==> config.mk <==
export PLATFORM = sky130hd
export DESIGN_NAME = verichip_host_master_flat
export DESIGN_NICKNAME = d
export VERILOG_FILES = /design/src/rtl/verichip_host_master_if.sv /design/src/rtl/verichip_host_master.sv /design/src/flat_wrapper.sv
export SDC_FILE = /design/constraint.sdc
export NUM_CORES = 1
export LEC_CHECK = 0
export ABC_AREA = 1
export BUFFER_PORTS_ARGS = -buffer_cell sky130_fd_sc_hd__buf_2
export CAP_MARGIN = 20
export CORE_ASPECT_RATIO = 0.6
export CORE_MARGIN = 2
export CORE_UTILIZATION = 49
export CTS_CLUSTER_SIZE = 12
export DETAILED_ROUTE_END_ITERATION = 12
export MAX_ROUTING_LAYER = met4
export PLACE_DENSITY = 0.79
export SETUP_SLACK_MARGIN = 0.5
export SLEW_MARGIN = 10
export SYNTH_ARGS = -nofsm -noshare
export SYNTH_HDL_FRONTEND = slang
export SYNTH_SLANG_ARGS = --single-unit
==> constraint.sdc <==
create_clock -name clk -period 1.5 [get_ports clk]
set_input_delay 0.075 -clock clk [delete_from_list [all_inputs] [get_ports clk]]
set_output_delay 0.075 -clock clk [all_outputs]
set_load 0.005 [all_outputs]
==> src/rtl/verichip_host_master_if.sv <==
// Host-side request/response handshake for the verichip bus initiator.
// The initiator (DUT) uses the slave modport; the host controller uses master.
interface verichip_host_master_if;
  logic        req_valid;
  logic        req_ready;
  logic        req_rw_;
  logic [6:0]  req_addr;
  logic [1:0]  req_byte_en;
  logic [15:0] req_wdata;
  logic        rsp_valid;
  logic        rsp_ready;
  logic [15:0] rsp_rdata;

  modport master (
    output req_valid, req_rw_, req_addr, req_byte_en, req_wdata, rsp_ready,
    input  req_ready, rsp_valid, rsp_rdata
  );

  modport slave (
    input  req_valid, req_rw_, req_addr, req_byte_en, req_wdata, rsp_ready,
    output req_ready, rsp_valid, rsp_rdata
  );
endinterface

==> src/rtl/verichip_host_master.sv <==
// Bus initiator for the verichip register interface: turns host requests into
// single-beat chip bus cycles and services chip interrupts on its own.
module verichip_host_master #(
  parameter int         CNT_W    = 8,
  parameter bit         IRQ_EN   = 1'b1,
  parameter logic [6:0] STA_ADDR = 7'h04
) (
  input  logic                  clk,
  input  logic                  rst_b,
  verichip_host_master_if.slave host,
  output logic                  chip_select,
  output logic [6:0]            address,
  output logic [1:0]            byte_en,
  output logic                  rw_,
  output logic [15:0]           data_in,
  input  logic [15:0]           data_out,
  input  logic                  interrupt_1,
  input  logic                  interrupt_2,
  output logic [15:0]           irq_status,
  output logic                  irq_done,
  output logic [CNT_W-1:0]      irq1_count,
  output logic [CNT_W-1:0]      irq2_count,
  output logic                  busy
);

  typedef enum logic [2:0] {
    ST_IDLE   = 3'd0,
    ST_BUS    = 3'd1,
    ST_RESP   = 3'd2,
    ST_IRQ_RD = 3'd3,
    ST_IRQ_WR = 3'd4
  } state_t;

  state_t           state_r, state_nxt_s;
  logic             irq_pend_s, req_ready_s, ready_en_r;
  logic             cs_nxt_s, rw_nxt_s;
  logic [6:0]       addr_nxt_s;
  logic [1:0]       be_nxt_s;
  logic [15:0]      wd_nxt_s;
  logic             cs_r, rw_r;
  logic [6:0]       addr_r;
  logic [1:0]       be_r;
  logic [15:0]      wd_r;
  logic             rsp_valid_r, irq_done_r;
  logic [15:0]      rsp_rdata_r, irq_status_r;
  logic [CNT_W-1:0] irq1_cnt_r, irq2_cnt_r;

  assign irq_pend_s = IRQ_EN && (interrupt_1 || interrupt_2);

  // State register.
  always_ff @(posedge clk or negedge rst_b) begin
    if (!rst_b) begin
      state_r <= ST_IDLE;
    end else begin
      state_r <= state_nxt_s;
    end
  end

  // Next-state logic; interrupt service wins over a simultaneous request.
  always_comb begin
    state_nxt_s = state_r;
    case (state_r)
      ST_IDLE: begin
        if (irq_pend_s) begin
          state_nxt_s = ST_IRQ_RD;
        end else if (host.req_valid && ready_en_r) begin
          state_nxt_s = ST_BUS;
        end else begin
          state_nxt_s = ST_IDLE;
        end
      end
      ST_BUS:    state_nxt_s = ST_RESP;
      ST_RESP: begin
        if (host.rsp_ready) begin
          state_nxt_s = ST_IDLE;
        end else begin
          state_nxt_s = ST_RESP;
        end
      end
      ST_IRQ_RD: state_nxt_s = ST_IRQ_WR;
      ST_IRQ_WR: state_nxt_s = ST_IDLE;
      default:   state_nxt_s = ST_IDLE;
    endcase
  end

  // Output logic: bus values for the state being entered, so the registered
  // bus is valid for exactly the cycle that state lasts.
  always_comb begin
    req_ready_s = (state_r == ST_IDLE) && !irq_pend_s && ready_en_r;
    cs_nxt_s    = 1'b0;
    rw_nxt_s    = 1'b1;
    addr_nxt_s  = 7'h00;
    be_nxt_s    = 2'b00;
    wd_nxt_s    = 16'h0000;
    case (state_nxt_s)
      ST_BUS: begin
        cs_nxt_s   = 1'b1;
        addr_nxt_s = host.req_addr;
        rw_nxt_s   = host.req_rw_;
        if (host.req_rw_) begin
          be_nxt_s = 2'b00;
          wd_nxt_s = 16'h0000;
        end else begin
          be_nxt_s = host.req_byte_en;
          wd_nxt_s = host.req_wdata;
        end
      end
      ST_IRQ_RD: begin
        cs_nxt_s   = 1'b1;
        addr_nxt_s = STA_ADDR;
      end
      ST_IRQ_WR: begin
        // data_out here is the status being captured into irq_status this edge.
        cs_nxt_s   = 1'b1;
        rw_nxt_s   = 1'b0;
        addr_nxt_s = STA_ADDR;
        be_nxt_s   = 2'b10;
        wd_nxt_s   = {6'h00, data_out[9:8], 8'h00};
      end
      default: begin
        cs_nxt_s = 1'b0;
      end
    endcase
  end

  // Registered chip bus; ready_en_r keeps req_ready low while in reset.
  always_ff @(posedge clk or negedge rst_b) begin
    if (!rst_b) begin
      cs_r       <= 1'b0;
      rw_r       <= 1'b1;
      addr_r     <= 7'h00;
      be_r       <= 2'b00;
      wd_r       <= 16'h0000;
      ready_en_r <= 1'b0;
    end else begin
      cs_r       <= cs_nxt_s;
      rw_r       <= rw_nxt_s;
      addr_r     <= addr_nxt_s;
      be_r       <= be_nxt_s;
      wd_r       <= wd_nxt_s;
      ready_en_r <= 1'b1;
    end
  end

  // Response capture, interrupt status capture and saturating event counters.
  always_ff @(posedge clk or negedge rst_b) begin
    if (!rst_b) begin
      rsp_valid_r  <= 1'b0;
      rsp_rdata_r  <= 16'h0000;
      irq_status_r <= 16'h0000;
      irq_done_r   <= 1'b0;
      irq1_cnt_r   <= {CNT_W{1'b0}};
      irq2_cnt_r   <= {CNT_W{1'b0}};
    end else begin
      irq_done_r <= 1'b0;
      if (state_r == ST_BUS) begin
        rsp_valid_r <= 1'b1;
        rsp_rdata_r <= rw_r ? data_out : 16'h0000;
      end else if ((state_r == ST_RESP) && host.rsp_ready) begin
        rsp_valid_r <= 1'b0;
      end
      if (state_r == ST_IRQ_RD) begin
        irq_status_r <= data_out;
      end
      if (state_r == ST_IRQ_WR) begin
        irq_done_r <= 1'b1;
        if (irq_status_r[8] && (irq1_cnt_r != {CNT_W{1'b1}})) begin
          irq1_cnt_r <= irq1_cnt_r + CNT_W'(1);
        end
        if (irq_status_r[9] && (irq2_cnt_r != {CNT_W{1'b1}})) begin
          irq2_cnt_r <= irq2_cnt_r + CNT_W'(1);
        end
      end
    end
  end

  assign host.req_ready = req_ready_s;
  assign host.rsp_valid = rsp_valid_r;
  assign host.rsp_rdata = rsp_rdata_r;
  assign chip_select    = cs_r;
  assign address        = addr_r;
  assign byte_en        = be_r;
  assign rw_            = rw_r;
  assign data_in        = wd_r;
  assign irq_status     = irq_status_r;
  assign irq_done       = irq_done_r;
  assign irq1_count     = irq1_cnt_r;
  assign irq2_count     = irq2_cnt_r;
  assign busy           = (state_r != ST_IDLE);

endmodule

==> src/flat_wrapper.sv <==
// flat-port wrapper written by rule: the top's interface ports become plain ports
module verichip_host_master_flat 
#(
  parameter int         CNT_W    = 8,
  parameter bit         IRQ_EN   = 1'b1,
  parameter logic [6:0] STA_ADDR = 7'h04
)
  (clk, rst_b, chip_select, address, byte_en, rw_, data_in, data_out, interrupt_1, interrupt_2, irq_status, irq_done, irq1_count, irq2_count, busy, host_req_valid, host_req_rw_, host_req_addr, host_req_byte_en, host_req_wdata, host_rsp_ready, host_req_ready, host_rsp_valid, host_rsp_rdata);
  verichip_host_master_if host_i ();
  input  logic clk;
  input  logic rst_b;
  output logic chip_select;
  output logic [6:0] address;
  output logic [1:0] byte_en;
  output logic rw_;
  output logic [15:0] data_in;
  input  logic [15:0] data_out;
  input  logic interrupt_1;
  input  logic interrupt_2;
  output logic [15:0] irq_status;
  output logic irq_done;
  output logic [CNT_W-1:0] irq1_count;
  output logic [CNT_W-1:0] irq2_count;
  output logic busy;
  input wire logic [$bits(host_i.req_valid)-1:0] host_req_valid;
  input wire logic [$bits(host_i.req_rw_)-1:0] host_req_rw_;
  input wire logic [$bits(host_i.req_addr)-1:0] host_req_addr;
  input wire logic [$bits(host_i.req_byte_en)-1:0] host_req_byte_en;
  input wire logic [$bits(host_i.req_wdata)-1:0] host_req_wdata;
  input wire logic [$bits(host_i.rsp_ready)-1:0] host_rsp_ready;
  output wire logic [$bits(host_i.req_ready)-1:0] host_req_ready;
  output wire logic [$bits(host_i.rsp_valid)-1:0] host_rsp_valid;
  output wire logic [$bits(host_i.rsp_rdata)-1:0] host_rsp_rdata;
  assign host_i.req_valid = host_req_valid;
  assign host_i.req_rw_ = host_req_rw_;
  assign host_i.req_addr = host_req_addr;
  assign host_i.req_byte_en = host_req_byte_en;
  assign host_i.req_wdata = host_req_wdata;
  assign host_i.rsp_ready = host_rsp_ready;
  assign host_req_ready = host_i.req_ready;
  assign host_rsp_valid = host_i.rsp_valid;
  assign host_rsp_rdata = host_i.rsp_rdata;
  verichip_host_master #(.CNT_W(CNT_W), .IRQ_EN(IRQ_EN), .STA_ADDR(STA_ADDR)) u_core (.clk(clk), .rst_b(rst_b), .host(host_i), .chip_select(chip_select), .address(address), .byte_en(byte_en), .rw_(rw_), .data_in(data_in), .data_out(data_out), .interrupt_1(interrupt_1), .interrupt_2(interrupt_2), .irq_status(irq_status), .irq_done(irq_done), .irq1_count(irq1_count), .irq2_count(irq2_count), .busy(busy));
endmodule
### Word-level counts from Yosys, hierarchy flattened

Cells that the tools add are included.

| word-level totals | value |
|---|---|
| flip-flop bits (word level) | 81 |
| input port bits | 48 |
| output and inout port bits | 79 |
| word-level logic and storage cells | 54 |

| cells by class | value |
|---|---|
| add/subtract/negate cells | 2 |
| eq/ne operators | 9 |
| mux-type cells | 15 |
| reduce and logical (&&, ||, !) cells | 15 |

Operators with widths:

| kind | number |
|---|---|
| 2-to-1 mux 16 bit | 2 |
| one-hot mux 16 bit (2 select lines) | 1 |
| adder 8 x 1 -> 8 bit, second input constant | 2 |
| inequality test 8 bit, second input constant | 2 |
| one-hot mux 7 bit (2 select lines) | 1 |
| one-hot mux 3 bit (4 select lines) | 1 |
| == test 3 x 2 -> 1 bit, second input constant | 3 |
| == test 3 x 1 -> 1 bit, second input constant | 2 |
| == test 3 bit, second input constant | 2 |
| logical AND 1 bit | 6 |
| 2-to-1 mux 1 bit | 5 |
| 2-to-1 mux 2 bit | 2 |
| one-hot mux 2 bit (2 select lines) | 1 |
| AND reduction 2 bit | 2 |
| logical NOT 3 bit | 1 |
| 2-to-1 mux 3 bit | 1 |
| nonzero test 3 bit | 1 |
| OR reduction 3 bit | 1 |
| one-hot mux 1 bit (2 select lines) | 1 |
| nonzero test 2 bit | 1 |
| OR reduction 2 bit | 1 |
| logical NOT 1 bit | 1 |
| logical OR 1 bit | 1 |

### Logic depth before layout (Yosys ltp)

| logic depth | value |
|---|---|
| word-level depth | 7 |
| gate-level depth with buffers | 8 |
| gate-level depth less buffers | 8 |

### Worst setup path before layout

No wires, ideal clock.

| timing path | value |
|---|---|
| kind | register to register |
| start | reg u_core.irq1_cnt_r[0], in the netlist u_core.irq1_count[0] |
| end | reg u_core.irq1_cnt_r[0], in the netlist u_core.irq1_count[0] |
| library setup time | 66 ps |
| arrival time | 1314 ps |
| data required time | 1434 ps |
| slack | 120 ps |
| cell stages (with the launch flop) | 7 |
| buffers on the path | 0 |
| period minus slack after synthesis | 1380 ps |
| cells stage by stage | dfrtp_1 -> ha_1 -> nand3_1 -> nor2_1 -> a21oi_1 -> nand2_1 -> nand2_1 |

| between the ends | value |
|---|---|
| cells in the longest elaborated chain, start to end | 3 |
| elaborated cells between the ends (all ways) | 4 |
| those cells by class | add/sub (1); eq/ne (1); reduce/logical (2) |

RTL lines:

| item | line | RTL |
|---|---|---|
| start, declared | verichip_host_master.sv:46 | `logic [CNT_W-1:0] irq1_cnt_r, irq2_cnt_r;` |
| start signal, assigned | verichip_host_master.sv:152 | `irq1_cnt_r <= {CNT_W{1'b0}};` |
| start signal, assigned | verichip_host_master.sv:168 | `irq1_cnt_r <= irq1_cnt_r + CNT_W'(1);` |
| branches (longest 3 deep; another with adder 8 x 1 -> 8 bit) | n/a |  |

Parallel ways; which one is timed is not known.
A chain may end at the register's enable or synchronous reset.

### Worst setup path after layout

| timing path | value |
|---|---|
| start | reg u_core.state_r[0] |
| end | reg u_core.addr_r[2], in the netlist u_core.address[2] |

| between the ends | value |
|---|---|
| cells in the longest elaborated chain, start to end | 5 |
| elaborated cells between the ends (all ways) | 10 |
| those cells by class | eq/ne (6); mux (2); reduce/logical (2) |

RTL lines:

| item | line | RTL |
|---|---|---|
| start, declared | verichip_host_master.sv:34 | `state_t state_r, state_nxt_s;` |
| start signal, assigned | verichip_host_master.sv:55 | `state_r <= state_nxt_s;` |
| == test 3 x 2 -> 1 bit (tied with other cells) | verichip_host_master.sv:62 | `case (state_r)` |
| one-hot mux 3 bit (4 select lines) (*) | verichip_host_master.sv:62 |  |
| == test 3 x 2 -> 1 bit or == test 3 bit (tied branches) | verichip_host_master.sv:95 | `case (state_nxt_s)` |
| OR reduction 2 bit (no source line) | n/a |  |
| one-hot mux 7 bit (2 select lines) (*) | verichip_host_master.sv:95 |  |
| via u_core.addr_nxt_s[2] | verichip_host_master.sv:37 | `logic [6:0] addr_nxt_s;` |
| end signal, assigned | verichip_host_master.sv:138 | `addr_r <= addr_nxt_s;` |
| end, declared | verichip_host_master.sv:41 | `logic [6:0] addr_r;` |

The timed path passes the listed nets; every way through them passes the cells marked *.

==> results.cfg <==
[floorplan]
die_h_um = 69.16
ios = 127
start_util = 0.5127
dieArea_um2 = 7787
die_x_um = 112.6
core_area_um2 = 6763
num_rows = 23

[synth]
synthesis.instances = 386
syn_area_um2 = 3467
synth_cell_type_count = 28
yosys_warnings = 0
synth.yosys.seq_area_share = 0.5850
syn_area_per_cell_um2 = 8.982
synth_nets = 436
ys_seq_elements = 81

[cts]
cts-root-buf = clkbuf_16
clock_path_buffers = 2
cts.clk_slew.worst_paths_ps = 70
tritoncts = built
cts_num_sinks = 81
cts_buffers = 9
clk_latency_ps = 350
htreeDepth = 3

[place]
place.gp.congestion = 0.8288
hpwl_um = 6236
numPortBuffers = 126
post-place-ws_ps = 151.8
dpl.cell_count = 597

[timing]
setup_slack_ps = 13.76
fmax_mhz = 672.8
slew_headroom = 0.6389
hold_viol = 0
fin_skew_ps = 11.54
min_period_ps = 1486
worst_pin_slew_ps = 541.1
drv_slew = 0
rsz0062_at_grt = yes
setup_viol = 0
period_share = 0.9908

[worst_setup_path]
start_kind = flop
worst-path-max-fanout = 7
criticalPathCategory = reg2reg
arrival_ps = 1710
reg2regPathDepth = 7
cp-end-kind = flop
crit_required_ps = 1720

[run]
maxCapViolCount = 0

[global_route]
grt_pass1_wl_um = 18040
grt_antenna_before_repair = 0
grt.overflow.total = 0
grt_pass1_vias = 3620
grt_util_all_layers = 0.3041
grt_max_degree = 31

[final_layout]
finish.net_count = 651
drive_gt1_frac = 0.4719
areaGrowthSynthToFinish_pct = 66.98
n_fill_cell = 331
diodes = 0
final_cells = 693

[route]
vias_per_cell = 5.266
wl_per_cell_um = 18.25
wl_um = 12650
firstDrtPassIters = 5
ant_nets = 0
first_iter_violations = 286
num_vias = 3649
drc = 0

[pwr]
powerDensity_nw_per_um2 = 1805
vdd_drop_max_mv = 1.551
leakage_nw = 3.096
total_power_mw = 10.45

[min_path]
hold_depth = 3
hold_path_class = in2reg

[outcome]
run_status = finished clean
[timing repair]
action	CTS	global route
pin swaps	28	48
gates resized for setup	64	46
cloned	6	0
setup endpoints to repair	94	99
hold buffers	33	0
setup buffers	31	10
hold endpoints to repair	75	0
[where the power goes]
group / leakage [nW] / switching [mW] / internal [mW]
combinational: 1.92 / 2.63 / 2.16
clock: 0.139 / 0.979 / 1.30
sequential: 1.04 / 0.475 / 2.90
[cell type report]
cell class                 count  area (µm²)  area share
multi-input combinational    261        1622      0.2801
clock inverter                 7       78.83     0.01362
inverter                      38       175.2     0.03026
timing repair inverter         2       27.53    0.004755
tap                           87       108.9     0.01880
sequential                    81        2044      0.3531
timing repair buffer         208        1508      0.2604
clock buffer                   9       225.2     0.03890
[cell usage after synthesis, drive strengths merged]
library cell,count,share of area
nand2,168,0.19
and3,1,0.0018
xnor2,3,0.0076
dfstp,1,0.0076
clkinv,1,0.0014
inv,37,0.040
xor2,3,0.0076
o21ai,11,0.016
a21oi,3,0.0065
ha,2,0.0072
dfrtp,80,0.58
nand3,29,0.043
conb,1,0.0011
clkbuf,2,0.0022
nand3b,4,0.0087
buf,7,0.014
nor2,28,0.061
nand4,5,0.0090
[worst max-delay path, cell delays in order, from the launching register on]
cell and delay [ps]:
dfrtp_1 420, buf_4 150, buf_4 140, nand3_4 140, buf_6 170, o21ai_0 140
inv_1 100, nand2_1 100
[logic make-up after synthesis]
group | Yosys count | share of synthesized area
simple gates | 235 | 0.3118
flops | 81 | 0.5850
buf+inv | 47 | 0.05738
compound gates | 14 | 0.02237
xor+xnor | 6 | 0.01516
fa+ha+maj | 2 | 0.007216
other cells | 1 | 0.001082
[final timing paths]
kind                                          start  slack, ps                        to
min                                     data_out[9]          1  u_core.host.rsp_rdata[9]
max in group asynchronous                     rst_b        760         u_core.address[4]
max                               u_core.state_r[0]         10         u_core.address[2]
min in group asynchronous                     rst_b        200      u_core.irq_status[4]
max reg2reg                       u_core.state_r[0]         10         u_core.address[2]
min reg2reg                u_core.host.rsp_rdata[3]        480  u_core.host.rsp_rdata[3]
[placed cells by master, fill, tap and decap left out, types with 10 or more instances in the layout]
cell type and count:
inv_1 29, buf_4 28, dlygate4sd3_1 33, buf_6 21, nand2_2 11, dfrtp_1 70, buf_2 118, nor2_4 18
dfrtp_2 10, nand2_1 153, nand3_2 16
[per-stage QoR]
| stage | hold WS, ps | utilization | instance area [µm²] | setup TNS [ps] |
|---|---|---|---|---|
| 2_1_floorplan | -220.6 | - | 3606 | 0 |
| 3_3_place_gp | 27.81 | 0.6413 | 4337 | 0 |
| 3_5_place_dp | 32.74 | 0.6413 | 4337 | 0 |
| 4_1_cts | 3.105 | 0.8185 | 5535 | 0 |
| 5_1_grt | -8.065 | 0.8561 | 5789 | -15.58 |
| 6_report | 0.9958 | 0.8561 | 5789 | 0 |
[sequential cells by signal (all words and copies together) (netlist names)]
register               cells
u_core.data_in            16
u_core.host.rsp_rdata     16
u_core.irq_status         16
u_core.irq1_count          8
u_core.irq2_count          8
u_core.address             7
u_core.state_r             3
u_core.byte_en             2
u_core.chip_select         1
u_core.host.rsp_valid      1
u_core.irq_done            1
u_core.ready_en_r          1
u_core.rw_                 1
[per-layer routing]
layer	track usage	vias up	part of all wire
met4	0.1070	0	0.040
met5	-	-	0
met3	0.06684	62	0.074
li1	-	1624	-
met1	0.3903	1754	0.41
met2	0.4817	209	0.48
No activity file was read; power rests on OpenSTA's default activity.
